## src/rtl/cq_pkg.sv

```systemverilog
// cq_pkg: shared constants and types for the circular sample queue read sequencer.
package cq_pkg;

  localparam int unsigned CQ_DEPTH_LOG2 = 10;
  localparam int unsigned CQ_TAPS       = 1021;
  localparam int unsigned CQ_DECIM      = 2;

  typedef enum logic [1:0] {
    FILL = 2'd0,
    IDLE = 2'd1,
    SEQ  = 2'd2
  } cq_state_t;

  typedef logic [CQ_DEPTH_LOG2-1:0] cq_addr_t;

endpackage

```

## src/rtl/cq_read_sequencer_decim.sv

```systemverilog
// cq_decim: sample-strobe decimator; accept_c is high on the phase whose strobe is kept.
module cq_decim
  import cq_pkg::*;
#(
  parameter int unsigned DECIM = CQ_DECIM
) (
  input  logic clk,
  input  logic rst_n,
  input  logic wrt_smpl,
  output logic accept_c
);

  localparam int unsigned PW = (DECIM > 1) ? $clog2(DECIM) : 1;

  logic [PW-1:0] phase;

  assign accept_c = (phase == PW'(DECIM - 1));

  // Phase advances on every strobe and wraps after the accepted one.
  always_ff @(posedge clk or negedge rst_n) begin
    if (!rst_n) begin
      phase <= '0;
    end else if (wrt_smpl) begin
      phase <= accept_c ? '0 : phase + PW'(1);
    end
  end

endmodule

```

## src/rtl/cq_read_sequencer.sv

```systemverilog
// cq_read_sequencer: write-pointer/fill tracking and oldest-first read burst generation
// for the circular sample queue. Optional macro CQ_OVERRUN_FLAG_EN enables the sticky
// overrun flag; without it overrun is tied low and extra requests are silently dropped.
module cq_read_sequencer
  import cq_pkg::*;
#(
  parameter int unsigned DEPTH_LOG2 = CQ_DEPTH_LOG2,
  parameter int unsigned TAPS       = CQ_TAPS,
  parameter int unsigned DECIM      = CQ_DECIM
) (
  input  logic                  clk,
  input  logic                  rst_n,
  input  logic                  wrt_smpl,
  output logic                  we,
  output logic [DEPTH_LOG2-1:0] waddr,
  output logic [DEPTH_LOG2-1:0] raddr,
  output logic                  sequencing,
  output logic                  rd_vld,
  output logic                  rd_first,
  output logic                  rd_last,
  output logic                  full,
  output logic                  overrun
);

  localparam int unsigned AW = DEPTH_LOG2;
  localparam int unsigned CW = $clog2(TAPS + 1);
  localparam int unsigned BW = (TAPS > 1) ? $clog2(TAPS) : 1;

  logic          accept_c;
  logic          wr_c;
  logic          fill_done_c;
  logic          last_c;
  logic          start_c;
  logic [AW-1:0] wr_ptr;
  logic [AW-1:0] wr_ptr_nxt_c;
  logic [AW-1:0] base_c;
  logic [AW-1:0] raddr_d;
  logic [CW-1:0] fill_cnt;
  logic [BW-1:0] bcnt;
  logic [BW-1:0] bcnt_d;
  logic          pending;
  logic          pending_d;
  logic          first;
  logic          first_d;
  cq_state_t     state;
  cq_state_t     state_d;

  cq_decim #(
    .DECIM (DECIM)
  ) u_decim (
    .clk      (clk),
    .rst_n    (rst_n),
    .wrt_smpl (wrt_smpl),
    .accept_c (accept_c)
  );

  assign wr_c         = wrt_smpl & accept_c;
  assign we           = wr_c;
  assign waddr        = wr_ptr;
  assign wr_ptr_nxt_c = wr_c ? wr_ptr + AW'(1) : wr_ptr;
  // Oldest sample of the window ending at the newest write, wrapping naturally.
  assign base_c       = wr_ptr_nxt_c - AW'(TAPS);
  assign fill_done_c  = wr_c && (fill_cnt == CW'(TAPS - 1));
  assign last_c       = (bcnt == BW'(TAPS - 1));

  // Write pointer, saturating fill count and full flag.
  always_ff @(posedge clk or negedge rst_n) begin
    if (!rst_n) begin
      wr_ptr   <= '0;
      fill_cnt <= '0;
      full     <= 1'b0;
    end else begin
      wr_ptr <= wr_ptr_nxt_c;
      if (wr_c && (fill_cnt != CW'(TAPS))) begin
        fill_cnt <= fill_cnt + CW'(1);
      end
      if (fill_done_c) begin
        full <= 1'b1;
      end
    end
  end

  // Next-state logic; a request seen this cycle starts the burst on the next cycle.
  always_comb begin
    state_d   = state;
    raddr_d   = raddr;
    bcnt_d    = bcnt;
    pending_d = pending;
    first_d   = 1'b0;
    start_c   = 1'b0;
    case (state)
      FILL: begin
        if (fill_done_c) begin
          start_c = 1'b1;
        end
      end
      IDLE: begin
        if (wr_c) begin
          start_c = 1'b1;
        end
      end
      SEQ: begin
        if (last_c) begin
          if (pending || wr_c) begin
            start_c = 1'b1;
          end else begin
            state_d = IDLE;
          end
        end else begin
          raddr_d = raddr + AW'(1);
          bcnt_d  = bcnt + BW'(1);
          if (wr_c) begin
            pending_d = 1'b1;
          end
        end
      end
      default: state_d = FILL;
    endcase
    if (start_c) begin
      state_d   = SEQ;
      raddr_d   = base_c;
      bcnt_d    = '0;
      pending_d = 1'b0;
      first_d   = 1'b1;
    end
  end

  // State register and read-side outputs, flags delayed one cycle to match RAM latency.
  always_ff @(posedge clk or negedge rst_n) begin
    if (!rst_n) begin
      state      <= FILL;
      raddr      <= '0;
      bcnt       <= '0;
      pending    <= 1'b0;
      first      <= 1'b0;
      sequencing <= 1'b0;
      rd_vld     <= 1'b0;
      rd_first   <= 1'b0;
      rd_last    <= 1'b0;
    end else begin
      state      <= state_d;
      raddr      <= raddr_d;
      bcnt       <= bcnt_d;
      pending    <= pending_d;
      first      <= first_d;
      sequencing <= (state_d == SEQ);
      rd_vld     <= sequencing;
      rd_first   <= sequencing & first;
      rd_last    <= sequencing & last_c;
    end
  end

`ifdef CQ_OVERRUN_FLAG_EN
  // Sticky: a second request arrived while one was already queued behind this burst.
  always_ff @(posedge clk or negedge rst_n) begin
    if (!rst_n) begin
      overrun <= 1'b0;
    end else if ((state == SEQ) && wr_c && pending) begin
      overrun <= 1'b1;
    end
  end
`else
  assign overrun = 1'b0;
`endif

endmodule

```

## config.mk

```make
export PLATFORM = sky130hd
export DESIGN_NAME = cq_read_sequencer
export DESIGN_NICKNAME = d
export VERILOG_FILES = /design/src/rtl/cq_pkg.sv /design/src/rtl/cq_read_sequencer_decim.sv /design/src/rtl/cq_read_sequencer.sv
export SDC_FILE = /design/constraint.sdc
export NUM_CORES = 1
export LEC_CHECK = 0
export CAP_MARGIN = 20
export CORE_UTILIZATION = 60
export CTS_CLUSTER_DIAMETER = 120
export CTS_CLUSTER_SIZE = 30
export DETAILED_ROUTE_END_ITERATION = 12
export PLACE_DENSITY = 0.93
export SLEW_MARGIN = 5
export SYNTH_ARGS = -nofsm -noshare
export SYNTH_HDL_FRONTEND = slang
export SYNTH_SLANG_ARGS = --single-unit
```

## constraint.sdc

```tcl
create_clock -name clk -period 4.1 [get_ports clk]
set_input_delay 0.82 -clock clk [delete_from_list [all_inputs] [get_ports clk]]
set_output_delay 0.82 -clock clk [all_outputs]
set_load 0.02 [all_outputs]
```

* Word-level counts from Yosys, hierarchy flattened
Index checks and enable logic that the tools add are counted.
** Storage, ports and cells
- Input port bits :: 3
- Flip-flop bits (word level) :: 50
- Output and inout port bits :: 27
** Operators by class
- Bitwise operators :: 3
- Eq/ne operators :: 7
- $add $sub $neg :: 6
- Mux-type cells :: 22
- Reduce and logical (&&, ||, !) cells :: 9
** Operators by type and width (number)
- $mux W10 :: 7
- $add A10 B1 Y10 const B :: 4
- $eq A10 B10 Y1 const B :: 2
- $mux W1 :: 10
- $ne A10 B10 Y1 const B :: 1
- $sub A10 B10 Y10 const B :: 1
- $mux W2 :: 3
- $eq A2 B2 Y1 const B :: 2
- $pmux W2 S2 :: 1
- $reduce_bool A2 Y1 :: 2
- $and A1 B1 Y1 :: 3
- $pmux W1 S3 :: 1
- $reduce_and A3 Y1 :: 1
- $eq A2 B1 Y1 const B :: 1
- $logic_and A1 B1 Y1 :: 2
- $logic_not A2 Y1 :: 1
- $ne A2 B1 Y1 const B :: 1
- $reduce_and A2 Y1 :: 1
- $reduce_or A2 Y1 :: 1
- $add A1 B1 Y1 const B :: 1
- $logic_or A1 B1 Y1 :: 1

* Logic depth before layout (Yosys ltp)
- Word-level depth :: 7
- Mapped depth :: 12

* Cells and area by module
A second synthesis with hierarchy kept.
** Second synthesis, totals
- Cells, all modules :: 268
- Area, all modules :: 2690.1 µm²
** Modules (own cells, without submodules)
- cq_read_sequencer :: seq. area each 1226.2 µm², instances 1, cells an instance 266, area each 2656.3 µm²
- cq_decim :: seq. area each 25.0 µm², instances 1, cells an instance 2, area each 33.8 µm²

* Least setup slack after synthesis
No wires, ideal clock.
- Kind :: input to register
- Start point :: input wrt_smpl
- End point :: register raddr[6]
- Path buffers :: 0
- Cell stages on the path :: 10
- Arrival :: 2142 ps
- Path slack :: 1833 ps
- Cells stage by stage :: nand2_2 -> inv_2 -> nand2_1 -> nand2_1 -> inv_1 -> ha_1 -> and3b_1 -> nand2_1 -> xnor2_1 -> mux2_2
** On the way
- Elaborated cells on any way between the ends :: 14
- Those cells by class :: add/sub (1); eq/ne (1); mux (7); bitwise (1); reduce/logical (4)
** RTL lines
- start: declaration :: RTL line cq_read_sequencer.sv:13 : input logic wrt_smpl,
- $and A1 B1 Y1 :: RTL line cq_read_sequencer.sv:57 : assign wr_c = wrt_smpl & accept_c;
- via we :: RTL line cq_read_sequencer.sv:14 : output logic we,
- $mux W10 :: RTL line cq_read_sequencer.sv:60 : assign wr_ptr_nxt_c = wr_c ? wr_ptr + AW'(1) : wr_ptr;
- via wr_ptr_nxt_c[1] :: RTL line cq_read_sequencer.sv:35 : logic [AW-1:0] wr_ptr_nxt_c;
- $sub A10 B10 Y10 :: RTL line cq_read_sequencer.sv:62 : assign base_c = wr_ptr_nxt_c - AW'(TAPS);
- $mux W10 :: RTL line cq_read_sequencer.sv:119 : if (start_c) begin
- end signal: assignment :: RTL line cq_read_sequencer.sv:142 : raddr <= raddr_d;
- end: declaration :: RTL line cq_read_sequencer.sv:16 : output logic [DEPTH_LOG2-1:0] raddr,
The timed path passes the listed nets, and every way through them passes these cells.
A chain may end at the register's enable or synchronous reset.

* Worst setup path after layout
- Start point :: input wrt_smpl
- End point :: output we
** On the way
- Longest elaborated chain between the ends :: 1
** RTL lines (RTL line)
- $and A1 B1 Y1 :: cq_read_sequencer.sv:57
- end: declaration :: cq_read_sequencer.sv:14
Every way passes these cells.

==> results.sh <==
export IMPL_fmax_mhz=316
export IMPL_r2r_start="waddr[0]"
export IMPL_drc=0
export IMPL_worst_hold_path_type="input port to async pin"
export IMPL_fin_crit_ps=3170
export IMPL_cts_hold_buf=0
export IMPL_synth_area_per_cell_um2=10.1
export IMPL_detail_route_antenna_nets=0
export IMPL_filler_cell_count=283
export IMPL_cp_arrival_ps=2350
export IMPL_hpwl_um=3400
export IMPL_crit_chain="clkdlybuf4s50_1 > nand2_2 > inv_2 > clkdlybuf4s50_1"
export IMPL_ys_flop_type="dfrtp_1"
export IMPL_grt_setup_unrepaired="false"
export IMPL_final_max_slew_viol_count=0
export IMPL_synth_async_reset_ratio_pct=100
export IMPL_pwr_share_clk_pct=20.3
export IMPL_end_kind="primary output"
export IMPL_cts_root_buffer="clkbuf_8"
export IMPL_setup_viol=0
export IMPL_grt_pass1_vias=1758
export IMPL_p_total_mw=1.41
export IMPL_syn2layout_area_growth_pct=15.3
export IMPL_peakVddDrop_uv=478
export IMPL_seq_area_um2=1250
export IMPL_syn_instance_count=260
export IMPL_required_ps=3280
export IMPL_multi_input_area_um2=1280
export IMPL_grt_usage_pct=24.8
export IMPL_clk_latency_ps=310
export IMPL_syn_area_um2=2630
export IMPL_fin_worst_skew_ps=8.70
export IMPL_grt_pass1_wl_um=8310
export IMPL_grt_max_degree=51
export IMPL_maxCapViolCount=0
export IMPL_path_max_fanout=8
export IMPL_slew_headroom_pct=51.9
export IMPL_critPathKind="input port to primary output"
export IMPL_critPathMaxStageDelay_ps=620
export IMPL_drive_gt1_share_pct=8.65
export IMPL_yosysSeqAreaShare_pct=47.6
export IMPL_powerDensity_nw_per_um2=467
export IMPL_cts_resized=0
export IMPL_layout_commonest_cell="dfrtp_1"
export IMPL_wl_per_cell_um=14.8
export IMPL_setup_tns_ps=0
export IMPL_dieArea_um2=4650
export IMPL_vias_per_cell=5.71
export IMPL_cp_top_family="buffers and inverters"
export IMPL_die_h_um=68.2
export IMPL_fp_row_count=23
export IMPL_r2r_cells=7
export IMPL_hold_violations=0
export IMPL_clkSlewWorstSetupHoldPaths_ps=90
export IMPL_antenna_found_initial=0
export IMPL_status="finished, final reports clean"
export IMPL_clock_sinks=50
export IMPL_nets=299
export IMPL_firstDrtPassIters=4
export IMPL_p_sw_mw=0.533
export IMPL_critical_path_slowest_cell="clkdlybuf4s50_1"
export IMPL_num_antenna_cells=0
export IMPL_start_util_pct=63.8
export IMPL_io_pins=30
export IMPL_intPower_mw=0.881
export IMPL_pwr_share_seq_pct=46.6
export IMPL_path_buf_inv=3
export IMPL_yosys_warnings=0
export IMPL_worstSetupStartpointType="input port"
export IMPL_numPortBuffers=28
export IMPL_r2r_end="raddr[9]"
export IMPL_synth_edff_count=0
export IMPL_clk_path_buf_depth=2
export IMPL_cts_tree="yes"
export IMPL_synth_seq_cells=50
export IMPL_design_core_area_um2=4120
export IMPL_num_vias=1934
export IMPL_leakagePower_nw=1.31
export IMPL_cts_setup_buffers=0
export IMPL_drt_initial_drc_count=188
export IMPL_die_w_um=68.2
export IMPL_tightest_slew_ps=721
export IMPL_p_comb_share_pct=33.1
export IMPL_final_cell_mix="50 x dfrtp_1, 27 x clkdlybuf4s50_1, 25 x nor2_1, 23 x xnor2_1"
export IMPL_swShare_pct=37.7
export IMPL_place_congestion=0.858
export IMPL_syn_nets=271
export IMPL_htree_levels=2
export IMPL_routed_wl_um=5020
export IMPL_cp_common_cell="clkdlybuf4s50_1"
export IMPL_yosysUniqueCellTypes=50
export IMPL_grt_overflow=0
export IMPL_rrSetupSlack_ps=1750
export IMPL_min_period_over_period_pct=77.2
export IMPL_cts_buffers=5
per-layer routing:
metal  GRT usage, %  vias up  share of wire (%)
li1               -      947                  -
met1           35.6      925                 50
met2           36.2       56                 44
met3           6.33        6                4.7
met4           9.38        0                1.5
met5              0        -                  0
cell families (layout without fill, tap and decap cells):
| group | after synthesis | in the layout | share of synthesized area (%) |
|---|---|---|---|
| xor gates and xnor gates | 41 | 41 | 13.7 |
| and+or+nand+nor | 106 | 106 | 21.5 |
| buffers and inverters | 22 | 51 | 3.76 |
| adders and majority gates | 8 | 8 | 3.81 |
| muxes | 4 | 4 | 1.62 |
| AOI/OAI and AO/OA | 28 | 28 | 7.90 |
| DFF | 50 | 50 | 47.6 |
| other | 1 | 1 | 0.143 |
flip-flops by register name, summed over array words and instances, names as in the netlist:
signal	flops
bcnt	10
fill_cnt	10
raddr	10
waddr	10
state	2
first	1
full	1
pending	1
rd_first	1
rd_last	1
rd_vld	1
sequencing	1
u_decim.accept_c	1
power by group through the flow:
stage | sequential [mW] | combinational, mW | clock [mW]
floorplan | 0.663 | 0.312 | 0
global placement | 0.661 | 0.443 | 0
detailed placement | 0.663 | 0.457 | 0
CTS | 0.656 | 0.462 | 0.291
global route | 0.669 | 0.511 | 0.310
finish | 0.660 | 0.468 | 0.287
worst max-delay path by stage:
stage	startpoint	end	slack, ps	cells past startpoint
2_1_floorplan	wrt_smpl	raddr[6]	1830	10
5_1_grt	wrt_smpl	we	860	4
4_1_cts	wrt_smpl	we	940	4
3_5_place_dp	wrt_smpl	we	940	4
3_3_place_gp	wrt_smpl	we	970	4
6_report	wrt_smpl	we	930	4
synth_stat cells, types with 2 or more instances:
cell / number / area [um^2]
a31oi_1: 2 / 12.5
mux2_2: 2 / 22.5
dfrtp_1: 50 / 1250
mux2i_1: 2 / 20.0
and3_1: 5 / 31.3
nand4_1: 16 / 100
o21ai_0: 4 / 20.0
o31a_1: 2 / 17.5
o22ai_1: 2 / 12.5
nand2_1: 18 / 67.6
and4_1: 3 / 26.3
buf_4: 2 / 15.0
xnor2_1: 23 / 201
nor3_1: 7 / 35.0
ha_1: 8 / 100
or2_2: 3 / 18.8
nand2b_1: 3 / 18.8
and2_1: 4 / 25.0
inv_1: 12 / 45.0
nor2_1: 25 / 93.8
a21oi_1: 7 / 35.0
nand3_1: 9 / 45.0
xor2_1: 18 / 158
buf_2: 7 / 35.0
cell type report:
class                   count  area share [%]
clock buffers               6            2.40
clock inverters             2           0.454
inverters                  13            1.61
multi-input cells         188            42.2
flip-flops and latches     50            41.3
well taps                  50            2.07
repair buffers             30            10.0
stage by stage:
step | instances | utilization (%) | area, um^2 | setup slack, ps | hold WS [ps]
floorplan | 260 | - | 2630 | 1830 | 428
global placement | 330 | 71.0 | 2920 | 974 | 403
detailed placement | 330 | 71.0 | 2920 | 944 | 414
CTS | 338 | 73.1 | 3010 | 937 | 434
global route | 339 | 73.6 | 3030 | 863 | 412
finish | 339 | 73.6 | 3030 | 934 | 390
Power figures use the tool's default switching activity.
